==> config.mk <==
export PLATFORM = sky130hd
export DESIGN_NAME = frame_mem_responder
export DESIGN_NICKNAME = d
export VERILOG_FILES = /design/src/rtl/astro_mem_pkg.sv /design/src/rtl/mem_port_arbiter.sv /design/src/rtl/frame_mem_responder.sv
export SDC_FILE = /design/constraint.sdc
export NUM_CORES = 1
export LEC_CHECK = 0
export ABC_AREA = 1
export BUFFER_PORTS_ARGS = -buffer_cell sky130_fd_sc_hd__buf_2
export CORE_MARGIN = 5
export CORE_UTILIZATION = 44
export CTS_BUF_LIST = sky130_fd_sc_hd__clkbuf_16
export DETAILED_ROUTE_END_ITERATION = 6
export PLACE_DENSITY = 0.8
export SLEW_MARGIN = 15
export SYNTH_ARGS = -nofsm -noshare
export SYNTH_HDL_FRONTEND = slang
export SYNTH_HIERARCHICAL = 1
export SYNTH_SLANG_ARGS = --single-unit
==> constraint.sdc <==
create_clock -name clk -period 2.3 [get_ports clk]
set_input_delay 0.46 -clock clk [delete_from_list [all_inputs] [get_ports clk]]
set_output_delay 0.46 -clock clk [all_outputs]
set_load 0.05 [all_outputs]
==> src/rtl/astro_mem_pkg.sv <==
// astro_mem_pkg: shared widths, frame-set geometry and FSM/owner types for the frame memory responder
package astro_mem_pkg;
  localparam int ADDR_W = 21;
  localparam int DATA_W = 32;
  localparam logic [ADDR_W-1:0] FLAG_ADDR = 21'h1F_FFFF;
  // one set = 1 header + 64 template + 1600 window words
  localparam int SET_WORDS = 1665;
  typedef enum logic [1:0] {IDLE, RD_WAIT, RESP} state_e;
  typedef enum logic {OWN_PCI, OWN_FPGA} owner_e;
endpackage

==> src/rtl/mem_port_arbiter.sv <==
// mem_port_arbiter: PCI-priority grant with a run limit that guarantees the FPGA a slot
//   clk, rst_n    clock, async active-low reset
//   en_i          a grant may be issued this cycle
//   pci_pend_i    host has a request waiting
//   fpga_pend_i   user_interface has a request waiting
//   gnt_o         a grant is issued this cycle
//   own_o         which side the grant goes to
module mem_port_arbiter
  import astro_mem_pkg::*;
#(
  parameter int RUN_MAX = 4
) (
  input  logic   clk,
  input  logic   rst_n,
  input  logic   en_i,
  input  logic   pci_pend_i,
  input  logic   fpga_pend_i,
  output logic   gnt_o,
  output owner_e own_o
);
  localparam int CW = $clog2(RUN_MAX + 1);
  localparam logic [CW-1:0] RUN_LIM = CW'(RUN_MAX);
  logic [CW-1:0] run_q, run_d;
  logic fpga_turn;
  always_comb begin
    fpga_turn = fpga_pend_i && run_q == RUN_LIM;
    own_o = pci_pend_i && !fpga_turn ? OWN_PCI : OWN_FPGA;
    gnt_o = en_i && (pci_pend_i || fpga_pend_i);
    // only PCI grants made while the FPGA is kept waiting count towards the limit
    run_d = !fpga_pend_i || (gnt_o && own_o == OWN_FPGA) ? '0 : gnt_o ? run_q + 1'b1 : run_q;
  end
  always_ff @(posedge clk or negedge rst_n)
    if (!rst_n) run_q <= '0;
    else run_q <= run_d;
endmodule

==> src/rtl/frame_mem_responder.sv <==
// frame_mem_responder: owns the frame SRAM, serves host PCI and user_interface accesses, holds the flag mailbox
//   clk, rst_n                      clock, async active-low reset
//   pci_req_addr/input_data         host word address / write data
//   pci_wr_en, pci_rd_en            host requests, held until pci_ack
//   pci_ack, pci_rd_data/valid      host accept pulse, read data and its valid pulse
//   host_irq                        mailbox holds an unread nonzero status
//   rd_req, FPGA_wr_en              user_interface requests, held until rd_ready / wr_done
//   req_addr, write_data            user_interface word address / write data
//   rd_data, rd_ready, wr_done      user_interface read data, read pulse, write pulse
//   in_flag                         one-cycle start word written by the host
//   out_flag, flag_we               status word from user_interface and its latch strobe
//   mem_addr/we/wdata/rdata         single-port SRAM macro interface
//   addr_err                        sticky out-of-range access indicator
module frame_mem_responder #(
  parameter int          MEM_AW      = 18,
  parameter int          MEM_LATENCY = 1,
  parameter int          PCI_RUN_MAX = 4,
  parameter logic [20:0] FLAG_ADDR   = 21'h1F_FFFF
) (
  input  logic              clk,
  input  logic              rst_n,
  input  logic [20:0]       pci_req_addr,
  input  logic [31:0]       pci_input_data,
  input  logic              pci_wr_en,
  input  logic              pci_rd_en,
  output logic              pci_ack,
  output logic [31:0]       pci_rd_data,
  output logic              pci_rd_valid,
  output logic              host_irq,
  input  logic              rd_req,
  input  logic              FPGA_wr_en,
  input  logic [20:0]       req_addr,
  input  logic [31:0]       write_data,
  output logic [31:0]       rd_data,
  output logic              rd_ready,
  output logic              wr_done,
  output logic [31:0]       in_flag,
  input  logic [31:0]       out_flag,
  input  logic              flag_we,
  output logic [MEM_AW-1:0] mem_addr,
  output logic              mem_we,
  output logic [31:0]       mem_wdata,
  input  logic [31:0]       mem_rdata,
  output logic              addr_err
);
  import astro_mem_pkg::*;
  state_e state_q;
  owner_e own_q, gnt_own;
  logic gnt, arb_en, pci_pend, fpga_pend;
  logic [ADDR_W-1:0] g_addr;
  logic g_wr, g_flag, g_oor, wr_go, mem_wr, flag_rd, rd_issue, rd_hit, pci_fin, fpga_fin;
  logic [MEM_LATENCY-1:0] vld_q;
  logic zero_q, pci_ack_q, pci_rd_valid_q, rd_ready_q, wr_done_q, host_irq_q, addr_err_q;
  logic [DATA_W-1:0] buf_q, rd_data_q, pci_rd_data_q, in_flag_q, mbox_q;
  mem_port_arbiter #(.RUN_MAX(PCI_RUN_MAX)) u_arb (
    .clk        (clk),
    .rst_n      (rst_n),
    .en_i       (arb_en),
    .pci_pend_i (pci_pend),
    .fpga_pend_i(fpga_pend),
    .gnt_o      (gnt),
    .own_o      (gnt_own)
  );
  always_comb begin
    pci_pend = pci_wr_en | pci_rd_en;
    fpga_pend = FPGA_wr_en | rd_req;
    // the requester still holds its request during its completion pulse, so no grant then
    arb_en = state_q == IDLE && !(pci_ack_q || rd_ready_q || wr_done_q);
    g_addr = gnt_own == OWN_PCI ? pci_req_addr : req_addr;
    g_wr = gnt_own == OWN_PCI ? pci_wr_en : FPGA_wr_en;
    g_flag = gnt_own == OWN_PCI && pci_req_addr == FLAG_ADDR;
    g_oor = g_addr[ADDR_W-1:MEM_AW] != '0 && !g_flag;
    wr_go = gnt && g_wr;
    mem_wr = wr_go && !g_oor && !g_flag;
    flag_rd = gnt && !g_wr && g_flag;
    // out-of-range reads still walk the FSM so both requesters see one read latency
    rd_issue = gnt && !g_wr && !g_flag;
    rd_hit = state_q == RD_WAIT && vld_q[MEM_LATENCY-1];
    pci_fin = state_q == RESP && own_q == OWN_PCI;
    fpga_fin = state_q == RESP && own_q == OWN_FPGA;
    mem_addr = gnt ? g_addr[MEM_AW-1:0] : '0;
    mem_we = mem_wr;
    mem_wdata = !mem_wr ? '0 : gnt_own == OWN_PCI ? pci_input_data : write_data;
  end
  always_ff @(posedge clk or negedge rst_n)
    if (!rst_n) begin
      state_q <= IDLE;
      own_q <= OWN_PCI;
      zero_q <= 1'b0;
      vld_q <= '0;
      buf_q <= '0;
      pci_ack_q <= 1'b0;
      pci_rd_valid_q <= 1'b0;
      pci_rd_data_q <= '0;
      rd_ready_q <= 1'b0;
      rd_data_q <= '0;
      wr_done_q <= 1'b0;
      in_flag_q <= '0;
      mbox_q <= '0;
      host_irq_q <= 1'b0;
      addr_err_q <= 1'b0;
    end else begin
      state_q <= rd_issue ? RD_WAIT : rd_hit ? RESP : state_q == RESP ? IDLE : state_q;
      if (rd_issue) begin
        own_q <= gnt_own;
        zero_q <= g_oor;
      end
      vld_q <= (vld_q << 1) | MEM_LATENCY'(rd_issue);
      if (rd_hit) buf_q <= zero_q ? '0 : mem_rdata;
      pci_ack_q <= (wr_go && gnt_own == OWN_PCI) || flag_rd || pci_fin;
      pci_rd_valid_q <= flag_rd || pci_fin;
      if (flag_rd) pci_rd_data_q <= mbox_q;
      else if (pci_fin) pci_rd_data_q <= buf_q;
      rd_ready_q <= fpga_fin;
      if (fpga_fin) rd_data_q <= buf_q;
      wr_done_q <= wr_go && gnt_own == OWN_FPGA;
      in_flag_q <= wr_go && g_flag ? pci_input_data : '0;
      if (flag_we) mbox_q <= out_flag;
      // a status update racing a host read wins: the new word stays pending
      host_irq_q <= flag_we ? |out_flag : host_irq_q && !flag_rd;
      addr_err_q <= addr_err_q || (gnt && g_oor);
    end
  assign pci_ack = pci_ack_q;
  assign pci_rd_valid = pci_rd_valid_q;
  assign pci_rd_data = pci_rd_data_q;
  assign rd_ready = rd_ready_q;
  assign rd_data = rd_data_q;
  assign wr_done = wr_done_q;
  assign in_flag = in_flag_q;
  assign host_irq = host_irq_q;
  assign addr_err = addr_err_q;
endmodule

== Yosys cells after proc, flatten, opt, wreduce, memory -nomap -nowiden ==
Cells that the tools add are included.

* Bits in registers: 174
* Output and inout port bits: 153
* Logic and storage cells: 82

* Reduce and logical (&&, ||, !) cells: 42
* Bitwise gates (word level): 3
* Eq/ne operators: 4
* Add/sub/neg operators: 1
* Multiplexer cells: 16

{| class="wikitable"
|+ Operators with widths
! cell !! number
|-
| 32-bit two-way mux || 6
|-
| 32-bit OR reduction || 1
|-
| 21-bit equality test (second input constant) || 1
|-
| 1-bit logical AND || 21
|-
| 21-bit two-way mux || 1
|-
| 18-bit two-way mux || 1
|-
| 1-bit logical OR || 8
|-
| 1-bit zero test || 7
|-
| 2-bit two-way mux || 3
|-
| 3-bit two-way mux || 2
|-
| 3-bit nonzero test || 2
|-
| 2-bit nonzero test || 2
|-
| 3-bit by 1-bit adder with 3-bit output (second input constant) || 1
|-
| 3-bit equality test (second input constant) || 1
|-
| 1-bit two-way mux || 3
|-
| 2-bit by 1-bit equality test with 1-bit output (second input constant) || 1
|-
| 2-bit equality test (second input constant) || 1
|-
| 2-bit zero test || 1
|-
| 1-bit OR || 2
|-
| 1-bit NOT || 1
|}

== Depth between registers and ports, before layout ==
* Depth in word-level cells: 11
* Mapped depth: 13

== By module ==
The synthesis kept the hierarchy.

{| class="wikitable"
|+ Modules (own cells, without submodules)
! module !! sequential area each (um2) !! cells an instance !! area an instance (um2) !! instances
|-
| frame_mem_responder || 4279.1 || 997 || 7825.0 || 1
|-
| mem_port_arbiter || 75.1 || 31 || 210.2 || 1
|}

== Worst setup path before layout ==
Ideal clock, no wire load.

* Kind: register -> output
* From: register rd_ready_q (netlist: rd_ready)
* To: output port mem_wdata[22]
* Data required time: 1840 ps
* Arrival: 2769 ps
* Setup slack: -929 ps
* Path buffers: 2
* Cell stages (with the launch flop): 11
* Cells stage by stage: dfrtp_1 -> nor3_1 -> nor3b_1 -> nand2_2 -> inv_1 -> clkbuf_1 -> nand2_1 -> inv_1 -> nand3_2 -> buf_2 -> nor2_1

* Longest elaborated chain between the ends: 9

{| class="wikitable"
|+ RTL lines
! what !! line !! source
|-
| start, declared || frame_mem_responder.sv:53 || <nowiki>logic zero_q, pci_ack_q, pci_rd_valid_q, rd_ready_q, wr_done_q, host_irq_q, addr_err_q;</nowiki>
|-
| start signal, assigned || frame_mem_responder.sv:114 || <nowiki>rd_ready_q <= fpga_fin;</nowiki>
|-
| 1-bit logical OR (2 in series) || frame_mem_responder.sv:68 || <nowiki>arb_en = state_q == IDLE && !(pci_ack_q || rd_ready_q || wr_done_q);</nowiki>
|-
| 1-bit zero test || frame_mem_responder.sv:68 ||
|-
| 1-bit logical AND || frame_mem_responder.sv:68 ||
|-
| net arb_en || frame_mem_responder.sv:49 || <nowiki>logic gnt, arb_en, pci_pend, fpga_pend;</nowiki>
|-
| 1-bit logical AND || mem_port_arbiter.sv:28 || <nowiki>gnt_o = en_i && (pci_pend_i || fpga_pend_i);</nowiki>
|-
| net gnt || frame_mem_responder.sv:49 ||
|-
| 1-bit logical AND || frame_mem_responder.sv:73 || <nowiki>wr_go = gnt && g_wr;</nowiki>
|-
| 1-bit logical AND (2 in series) || frame_mem_responder.sv:74 || <nowiki>mem_wr = wr_go && !g_oor && !g_flag;</nowiki>
|-
| 32-bit two-way mux || frame_mem_responder.sv:83 || <nowiki>mem_wdata = !mem_wr ? '0 : gnt_own == OWN_PCI ? pci_input_data : write_data;</nowiki>
|-
| end, declared || frame_mem_responder.sv:42 || <nowiki>output logic [31:0] mem_wdata,</nowiki>
|}

The timed path passes the listed nets, and every way through them passes these cells.

== Final worst setup path ==
* From: register u_arb.run_q[0]
* To: output port mem_wdata[25]

* Longest elaborated chain between the ends: 11
* Elaborated cells on any way between the ends: 16
* Classes of those cells: 1 x eq/ne; 4 x mux; 11 x reduce/logical

{| class="wikitable"
|+ RTL lines
! what !! line !! source
|-
| start, declared || mem_port_arbiter.sv:23 || <nowiki>logic [CW-1:0] run_q, run_d;</nowiki>
|-
| start signal, assigned || mem_port_arbiter.sv:34 || <nowiki>else run_q <= run_d;</nowiki>
|-
| 3-bit equality test (*) || mem_port_arbiter.sv:26 || <nowiki>fpga_turn = fpga_pend_i && run_q == RUN_LIM;</nowiki>
|-
| 1-bit logical AND (*) || mem_port_arbiter.sv:26 ||
|-
| 1-bit zero test (*) || mem_port_arbiter.sv:27 || <nowiki>own_o = pci_pend_i && !fpga_turn ? OWN_PCI : OWN_FPGA;</nowiki>
|-
| 1-bit logical AND (*) || mem_port_arbiter.sv:27 ||
|-
| 21-bit two-way mux or 1-bit logical AND (tied branches) || frame_mem_responder.sv:69, frame_mem_responder.sv:71 ||
|-
| 3-bit nonzero test or 1-bit zero test (tied branches) || frame_mem_responder.sv:72, frame_mem_responder.sv:74 ||
|-
| 1-bit logical AND || frame_mem_responder.sv:72 || <nowiki>g_oor = g_addr[ADDR_W-1:MEM_AW] != '0 && !g_flag;</nowiki>
|-
| 1-bit zero test || frame_mem_responder.sv:74 ||
|-
| 1-bit logical AND (2 in series) || frame_mem_responder.sv:74 ||
|-
| 32-bit two-way mux (*) || frame_mem_responder.sv:83 ||
|}

Mark *: on every way between the ends. The rest lies on a longest branch, timed or not.

==> results.toml <==
[route]
wirelength_um = 29700
wire_per_inst_um = 18.2
drc_errors = 0
drt_first_iter_violations = 601
dr.pass1.iters = 5
via_per_inst = 5.14
postRouteAntennaNets = 0
routed-via-count = 8367

[cts]
clockBufferDepth = 2
clk_pin_slew_ns = 0.06
cts_sinks = 174
hold_buffers = 0
cts_made_buffers = 17
clk-insertion-delay-late_ns = 0.42
cts-root-buf = "clkbuf_16"
htreeDepth = 4
cts_tree = "yes"

[logic_synthesis]
ys_ff_latch = 174
ys_warn_count = 6
netlist_top_cells_count = "nand2_1, dfrtp_1, nor2_1, o21ai_0, inv_1"
ys.flop_type = "dfrtp_1"
syn_inst = 1028
ys_seq_area_share_pct = 54.2
synth_edf_count = 0
netlist.area_leader.share_pct = 54.2
synth.most_common_cell = "nand2_1"
postSynthAreaPerCell_um2 = 7.82
syn_nets = 1207
synth_area_um2 = 8040
synth_area_leaders = "dfrtp_1, nand2_1, nor2_1"
async_reset_ff_share_pct = 100
synth_top_area_cell = "dfrtp_1"
ys_types = 27

[floorplan]
die_area_um2 = 21100
start_util_pct = 44.7
ios = 330
die_h_um = 145
core-area_um2 = 18000
die_x_um = 145
row_count = 49

[setup_path]
path_buf_inv = 4
slowest_delay_ns = 0.40
cp_max_fo = 29
crit_type = "flip-flop to output port"
slowest_stage = "dfrtp_1"
cp-start-kind = "flip-flop"
endpoint_kind = "output port"
crit_top_cell = "buf_6"
cp.required_ns = 1.84
crit_chain = "inv_2, ha_4, nand3_4, nand2_8, buf_6, buf_4, nor2_1, a21oi_1, nor2_4, buf_6"
arrival_ns = 2.33
critPathTopFamily = "buffers and inverters"

[cells_and_area]
design_area_um2 = 11900
nets = 1566
area_growth_pct = 48.4
layout-drive-gt1-share_pct = 37.1
diodes = 0

[sta]
relSlewSlack_pct = 60.6
tightest_slew_ns = 0.590
final_max_slew_viol_count = 0
fmax_mhz = 358
fin_setup_tns_ns = -20.00
min_period_ns = 2.79
fin_ws_ns = -0.494
setup_viol = 51
clock_skew_ns = 0.00865
hold_viol_final = 0
rsz0062_at_grt = "yes"
finalCritPeriodShare_pct = 121

[hold_path]
holdCritPathClass = "input pin to async pin"

[global_routing]
grt_max_degree = 67
grt_overflow = 0
track_usage_pct = 26.8
antenna_found_initial = 0
grt_pass1_wl_um = 45600
grt_pass1_vias = 8173

[status]
violations = "setup timing"
status = "finished, violations left"

[place]
routabilityCongestion = 0.950
port_buffers = 329
dp_hpwl_um = 20800
placed_area_um2 = 10700

[pwr]
p_leak_nw = 6.28
p_per_area_nw_per_um2 = 539
ir_drop_mv = 0.486

[flow_run]
max-cap-violations = 0
==> worst paths after layout <==
check,start,to,slack (ns),cells past startpoint
min in group clk,pci_input_data[5],in_flag[5],0.27,3
max in group asynchronous,rst_n,pci_rd_data[28],1.59,2
setup / recovery,u_arb/run_q[0],mem_wdata[25],-0.49,10
hold / removal,rst_n,rd_data[1],0.02,1
setup reg to reg,u_arb/run_q[0],pci_rd_data[13],0.17,13
hold reg to reg,addr_err,addr_err,0.49,1
==> what timing repair did <==
| item | in CTS | in global routing |
|---|---|---|
| resized for setup | 128 | 25 |
| pin swaps | 12 | 6 |
| buffers inserted | 4 | 6 |
| gates cloned | 3 | 0 |
| endpoints found under the setup margin | 51 | 51 |
==> layer usage <==
layer	track usage, %	wire length, um	up-vias
met1	37.0	12400	3942
met2	41.7	14000	380
met5	0	0	-
li1	-	-	3963
met3	5.83	2130	82
met4	9.98	1200	0
==> sequential cells by signal, indices dropped and copies added (netlist names), 2 cells and up <==
register and flops:
u_arb/run_q 3, rd_data 32, in_flag 32, mbox_q 32, pci_rd_data 32, state_q 2, buf_q 32
==> kinds of logic after synthesis <==
logic type                 synth area share [%]
and+or+nand+nor                            27.0
AOI/OAI and AO/OA                          9.56
adders and majority gates                 0.311
DFF                                        54.2
buffers and inverters                      8.94
==> cells in the final DEF (no fill, tap or decap), types with 4 or more instances in the layout <==
cell | Yosys | final
nor2_2 | 2 | 10
nand2_2 | 2 | 4
o21ai_0 | 116 | 109
buf_12 | 0 | 16
clkinvlp_4 | 0 | 4
clkbuf_16 | 0 | 17
nand2_1 | 239 | 234
nor2_1 | 165 | 114
nor2_4 | 1 | 44
buf_8 | 0 | 16
inv_2 | 2 | 5
buf_4 | 1 | 59
nand3_1 | 69 | 68
dfrtp_1 | 174 | 171
buf_6 | 3 | 34
nand4_1 | 35 | 35
buf_2 | 13 | 277
inv_1 | 113 | 111
a21oi_1 | 33 | 29
==> power by group <==
part | internal [mW] | total (mW) | switching (mW)
sequential | 3.11 | 3.13 | 0.0149
clock | 1.57 | 2.73 | 1.16
combinational | 0.214 | 0.564 | 0.350
total | 4.90 | 6.42 | 1.52
==> area by class of cell <==
class	instances	area (um2)
inverter	116	444
fill	1373	6040
timing repair buffer	404	2830
clock buffer	17	425
tap	229	287
clock inverter	15	134
sequential	174	4360
multi-input combinational	674	3450
==> per-stage QoR <==
stage / setup slack (ns) / total power, mW / hold WS (ns) / utilization [%] / cells
after global placement: -0.343 / 3.70 / 0.461 / 59.7 / 1585
final: -0.494 / 6.42 / 0.0249 / 66.4 / 1629
after detailed placement: -0.423 / 3.71 / 0.467 / 59.7 / 1585
after CTS: -0.415 / 6.43 / 0.0364 / 65.7 / 1624
after global routing: -0.563 / 6.66 / 0.0495 / 66.4 / 1629
after floorplan: -0.176 / 3.39 / 0.164 / - / 1028
No activity file was read; power rests on OpenSTA's default activity.
